**src/rtl/disp_pkg.sv**
```systemverilog
// Shared types and constants for the display arbiter.
package disp_pkg;

  // Arbiter states: no owner, or a requester owns the display.
  typedef enum logic [0:0] {
    IDLE = 1'b0,
    HOLD = 1'b1
  } state_e;

  // Largest supported requester count; also fixes the 3-bit index width.
  localparam int unsigned MAX_NREQ = 8;
  localparam int unsigned IDX_W    = 3;

  // Hold counter width: enough bits for HOLD_CYCLES-1, never below 1.
  function automatic int unsigned cnt_width(input int unsigned hold_cycles);
    int unsigned w;
    w = $clog2(hold_cycles);
    return (w < 1) ? 1 : w;
  endfunction

endpackage

```
**src/rtl/rr_pick.sv**
```systemverilog
// Combinational round-robin picker: scans req from start upward with wrap,
// optionally skipping one index, and returns the first hit.
module rr_pick
  import disp_pkg::*;
#(
  parameter int unsigned NREQ = 4
) (
  input  logic [NREQ-1:0]  req,
  input  logic [IDX_W-1:0] start,
  input  logic             excl_en,
  input  logic [IDX_W-1:0] excl_idx,
  output logic             found,
  output logic [IDX_W-1:0] idx
);

  logic [MAX_NREQ-1:0] req_ext;

  // Zero-pad so any 3-bit index is in range.
  assign req_ext = MAX_NREQ'(req);

  // Priority scan starting at start, wrapping at NREQ; first match wins.
  always_comb begin
    logic [IDX_W:0]   sum;
    logic [IDX_W-1:0] cand;
    found = 1'b0;
    idx   = '0;
    sum   = '0;
    cand  = '0;
    for (int k = 0; k < int'(NREQ); k++) begin
      sum = {1'b0, start} + (IDX_W + 1)'(k);
      if (sum >= (IDX_W + 1)'(NREQ)) begin
        sum = sum - (IDX_W + 1)'(NREQ);
      end
      cand = sum[IDX_W-1:0];
      if (!found && req_ext[cand] && !(excl_en && (cand == excl_idx))) begin
        found = 1'b1;
        idx   = cand;
      end
    end
  end

endmodule

```
**src/rtl/disp_arbiter.sv**
```systemverilog
// Round-robin owner of the shared two-digit display path. A granted requester
// keeps the display for HOLD_CYCLES cycles; its value is registered onto V.
module disp_arbiter
  import disp_pkg::*;
#(
  parameter int unsigned NREQ        = 4,
  parameter int unsigned HOLD_CYCLES = 50_000_000
) (
  input  logic                Clock,
  input  logic                Reset,
  input  logic [NREQ-1:0]     req,
  input  logic [4*NREQ-1:0]   data,
  output logic [NREQ-1:0]     grant,
  output logic [3:0]          V,
  output logic                valid,
  output logic [IDX_W-1:0]    owner
);

  localparam int unsigned CNT_W = cnt_width(HOLD_CYCLES);
  localparam logic [CNT_W-1:0] RELOAD = CNT_W'(HOLD_CYCLES - 1);
  localparam logic [IDX_W-1:0] LAST_IDX = IDX_W'(NREQ - 1);

  state_e           state_q, state_d;
  logic [CNT_W-1:0] cnt_q, cnt_d;
  logic [IDX_W-1:0] last_q, last_d;
  logic [IDX_W-1:0] owner_q, owner_d;
  logic [3:0]       v_q, v_d;

  logic [3:0]       slice [MAX_NREQ];
  logic [IDX_W-1:0] pick_start;
  logic             pick_excl;
  logic             pick_found;
  logic [IDX_W-1:0] pick_idx;

  // Unpack data into per-requester nibbles; unused entries read as zero.
  for (genvar g = 0; g < int'(MAX_NREQ); g++) begin : g_slice
    if (g < int'(NREQ)) begin : g_used
      assign slice[g] = data[4*g +: 4];
    end else begin : g_pad
      assign slice[g] = 4'd0;
    end
  end

  // Search origin: after last in IDLE, after owner (skipping it) at expiry.
  always_comb begin
    pick_start = '0;
    pick_excl  = 1'b0;
    if (state_q == IDLE) begin
      pick_start = (last_q == LAST_IDX) ? '0 : last_q + 1'b1;
    end else begin
      pick_start = (owner_q == LAST_IDX) ? '0 : owner_q + 1'b1;
      pick_excl  = 1'b1;
    end
  end

  rr_pick #(
    .NREQ (NREQ)
  ) u_rr_pick (
    .req      (req),
    .start    (pick_start),
    .excl_en  (pick_excl),
    .excl_idx (owner_q),
    .found    (pick_found),
    .idx      (pick_idx)
  );

  // Next-state logic: grant decisions, hold countdown and live value tracking.
  always_comb begin
    state_d = state_q;
    cnt_d   = cnt_q;
    last_d  = last_q;
    owner_d = owner_q;
    v_d     = v_q;
    unique case (state_q)
      IDLE: begin
        v_d = 4'd0;
        if (pick_found) begin
          state_d = HOLD;
          owner_d = pick_idx;
          last_d  = pick_idx;
          cnt_d   = RELOAD;
          v_d     = slice[pick_idx];
        end
      end
      HOLD: begin
        v_d   = slice[owner_q];
        cnt_d = cnt_q - 1'b1;
        if (cnt_q == '0) begin
          if (pick_found) begin
            // Handover with no gap: new owner's value loads on this edge.
            owner_d = pick_idx;
            last_d  = pick_idx;
            cnt_d   = RELOAD;
            v_d     = slice[pick_idx];
          end else if (req[owner_q]) begin
            last_d = owner_q;
            cnt_d  = RELOAD;
          end else begin
            state_d = IDLE;
            cnt_d   = '0;
            v_d     = 4'd0;
          end
        end
      end
      default: begin
        state_d = IDLE;
      end
    endcase
  end

  // State and datapath registers with asynchronous reset.
  always_ff @(posedge Clock or posedge Reset) begin
    if (Reset) begin
      state_q <= IDLE;
      cnt_q   <= '0;
      last_q  <= LAST_IDX;
      owner_q <= '0;
      v_q     <= 4'd0;
    end else begin
      state_q <= state_d;
      cnt_q   <= cnt_d;
      last_q  <= last_d;
      owner_q <= owner_d;
      v_q     <= v_d;
    end
  end

  // One-hot grant decode of the current owner; all zero when idle.
  always_comb begin
    grant = '0;
    for (int i = 0; i < int'(NREQ); i++) begin
      grant[i] = (state_q == HOLD) && (owner_q == IDX_W'(i));
    end
  end

  assign valid = (state_q == HOLD);
  assign owner = owner_q;
  assign V     = v_q;

endmodule

```
**config.mk**
```make
export PLATFORM = sky130hd
export DESIGN_NAME = disp_arbiter
export DESIGN_NICKNAME = d
export VERILOG_FILES = /design/src/rtl/disp_pkg.sv /design/src/rtl/rr_pick.sv /design/src/rtl/disp_arbiter.sv
export SDC_FILE = /design/constraint.sdc
export NUM_CORES = 1
export LEC_CHECK = 0
export CORE_MARGIN = 5
export CORE_UTILIZATION = 40
export CTS_CLUSTER_DIAMETER = 30
export CTS_CLUSTER_SIZE = 16
export DETAILED_ROUTE_END_ITERATION = 12
export PLACE_DENSITY_LB_ADDON = 0.15
export SETUP_SLACK_MARGIN = 0.1
export SLEW_MARGIN = 10
export SYNTH_ARGS = -nofsm -noshare
export SYNTH_HDL_FRONTEND = slang
export SYNTH_SLANG_ARGS = --single-unit
```
**constraint.sdc**
```tcl
create_clock -name Clock -period 6.2 [get_ports Clock]
set_input_delay 0.62 -clock Clock [delete_from_list [all_inputs] [get_ports Clock]]
set_output_delay 0.62 -clock Clock [all_outputs]
set_load 0.02 [all_outputs]
```
==> flow_summary.toml <==
[synthesis]
synth-main-ff-cell = "dfrtp_1"
ys_ff_latch = 37
synthMostInstantiatedCell = "dfrtp_1"
synthTopCellsByArea = "dfrtp_1 (31%), a21oi_1 (4.1%), mux4_2 (4.0%)"
synth_top_cells_by_count = "dfrtp_1 (35), nand2_1 (27), a21oi_1 (23)"
synth.net_count = 350
synth_area_leader_cell = "dfrtp_1"
yosys_warnings = 0
syn_area_mm2 = 0.00283
synth_area_per_cell_um2 = 8.86
yosysSeqAreaShare = 0.328
synthDistinctLibCells = 62
synth_cells = 320
async_reset_ff_frac = 1.00
synth_edf_count = 0
netlist.area_leader.share = 0.309

[global_routing]
overflow = 0
grt_pass1_vias = 2530
grt_pass1_wl_mm = 12.3
grt_max_degree = 38
antenna_found_initial = 0
track_usage = 0.172

[die]
die_h_um = 94.2
dieArea_mm2 = 0.00887
start_util = 0.415
design.core.area_mm2 = 0.00683
pin_count = 34
rows = 30
die_x_um = 94.2

[sta]
max_slew_margin = 0.359
fmax_mhz = 212
rsz0062_at_grt = "false"
tightest_slew_ns = 0.961
fin_skew_ns = 0.00515
setup_tns_ns = 0
final-hold-violation-count = 0
setup_viol = 0
period_share = 0.761
min_period_ns = 4.72
maxSlewViolCount = 0

[run]
max-cap-violations = 0

[detailed_routing]
drt_first_pass_iters = 5
routed_wl_mm = 7.35
route.vias.total = 2640
drc = 0
vias_per_cell = 5.91
drt_iter0_drc = 146
ant_nets = 0
routedWlPerCell_um = 16.4

[cts]
hold_buffers = 0
cts_tree = "yes"
htree_levels = 2
cts.path.max_buffers = 2
cts_buffers = 5
cts_resized = 0
clkTransAtPathRegs_ns = 0.08
clk_latency_ns = 0.29
cts_root_buf = "clkbuf_8"
cts_setup_buffers = 0
clock-sinks = 37

[final_layout]
nets = 380
area_growth_pct = 19.3
drive_gt1_frac = 0.108
fillers = 654
utilization = 0.495
antenna_cells = 0

[setup_path]
crit_path_start = "owner[0]"
worstSetupPathType = "reg2reg"
r2r_end = "cnt_q[23]"
start_kind = "flip-flop"
critical_path.endpoint_type = "flip-flop"
path_max_fanout = 18
rr_startpoint = "owner[0]"
reg2reg_depth = 13
required_ns = 6.36
regToRegSetupSlack_ns = 1.48
arrival_ns = 4.88

[outcome]
status = "completed"

[power]
power_density_mw_per_mm2 = 160
ir_worst_vdd_v = 0.000104
p_leak_nw = 1.38

[placed_design]
hpwl_mm = 5.34
place_congestion = 0.875
io_buffers = 33

[worst_hold_path]
holdPathStages = 1
min_path_type = "reg2reg"
min_to = "cnt_q[25]"
min-delay-start = "cnt_q[25]"
layout make-up:
type                    instances  area [µm²]  area share
inverters                      18        67.6      0.0200
well taps                      96         120      0.0355
clock inverters                 3        65.1      0.0192
multi-input cells             251        1770       0.524
flip-flops and latches         37         928       0.275
clock buffers                   5        68.8      0.0204
repair buffers                 37         360       0.107
state kept, by name, summed over array words and instances, names as in the netlist:
| register | flops |
|---|---|
| cnt_q | 26 |
| V | 4 |
| last_q | 3 |
| owner | 3 |
| valid | 1 |
kinds of logic (layout without fill, tap and decap cells):
kind of cell / Yosys count / after routing / share of synthesized area
AOI/OAI and AO/OA: 106 / 106 / 0.266
adders and majority gates: 8 / 8 / 0.0353
buffers and inverters: 32 / 63 / 0.0486
DFF: 37 / 37 / 0.328
muxes: 18 / 18 / 0.0870
and+or+nand+nor: 114 / 114 / 0.220
xor gates and xnor gates: 5 / 5 / 0.0155
worst max-delay path, stage by stage, from the launching register on:
cell,delay [ns]
dfrtp_1,0.61
inv_1,0.16
ha_1,0.35
mux2i_1,0.59
inv_1,0.21
ha_1,0.43
mux2_2,0.35
a31o_2,0.27
a22oi_1,0.37
nand3_1,0.35
nor2_2,0.37
buf_4,0.30
a21oi_1,0.07
a2bb2oi_1,0.14
how the worst max path moves through the flow:
stage,slack [ns],to
final,1.48,cnt_q[23]
after global routing,1.05,cnt_q[17]
after CTS,1.50,cnt_q[23]
after global placement,1.77,cnt_q[14]
after detailed placement,1.50,cnt_q[23]
after floorplan,2.03,cnt_q[11]
report_power, final:
group / switching [mW] / internal, mW / total, mW
registers: 0.000298 / 0.242 / 0.243
logic: 0.0244 / 0.0255 / 0.0498
clock network: 0.0883 / 0.160 / 0.248
cells in the final DEF (no fill, tap or decap), types with 3 or more instances in the layout:
master | synthesis | layout
nand2b_1 | 6 | 6
nor3_1 | 10 | 10
dfrtp_1 | 35 | 35
o31ai_1 | 3 | 3
and2_1 | 6 | 6
o41ai_1 | 3 | 3
xnor2_1 | 4 | 4
o21ai_0 | 20 | 20
o211ai_2 | 4 | 4
nand3b_1 | 3 | 3
a21o_1 | 4 | 4
a22oi_1 | 3 | 3
mux2i_1 | 10 | 10
clkdlybuf4s50_1 | 0 | 33
a21oi_1 | 23 | 23
or4_1 | 3 | 3
ha_1 | 8 | 8
or3_1 | 7 | 7
and4_1 | 4 | 4
mux4_2 | 5 | 5
a2bb2oi_1 | 11 | 11
o31a_1 | 5 | 5
o221ai_1 | 4 | 4
o211ai_1 | 5 | 5
inv_1 | 18 | 18
buf_4 | 0 | 4
nor2b_1 | 3 | 3
nand3_1 | 9 | 9
mux2_2 | 3 | 3
clkbuf_8 | 0 | 5
nor2_1 | 19 | 18
nand2_1 | 27 | 27
through the flow:
stage | hold slack (ns) | power (mW) | area [µm²] | setup slack [ns] | instances
after CTS | 0.514 | 0.546 | 3380 | 1.50 | 447
after global routing | 0.535 | 0.566 | 3380 | 1.05 | 447
after global placement | 0.481 | 0.297 | 3250 | 1.77 | 439
final | 0.519 | 0.541 | 3380 | 1.48 | 447
after floorplan | 0.463 | 0.272 | 2830 | 2.03 | 320
after detailed placement | 0.497 | 0.297 | 3250 | 1.50 | 439
per-layer routing:
layer	vias up	part of all wire	GRT usage
li1	1275	-	-
met1	1286	0.50	0.254
met2	70	0.44	0.261
met3	9	0.050	0.0329
met4	0	0.0075	0.0301
met5	-	0	0
(Power assumes the default switching activity.)
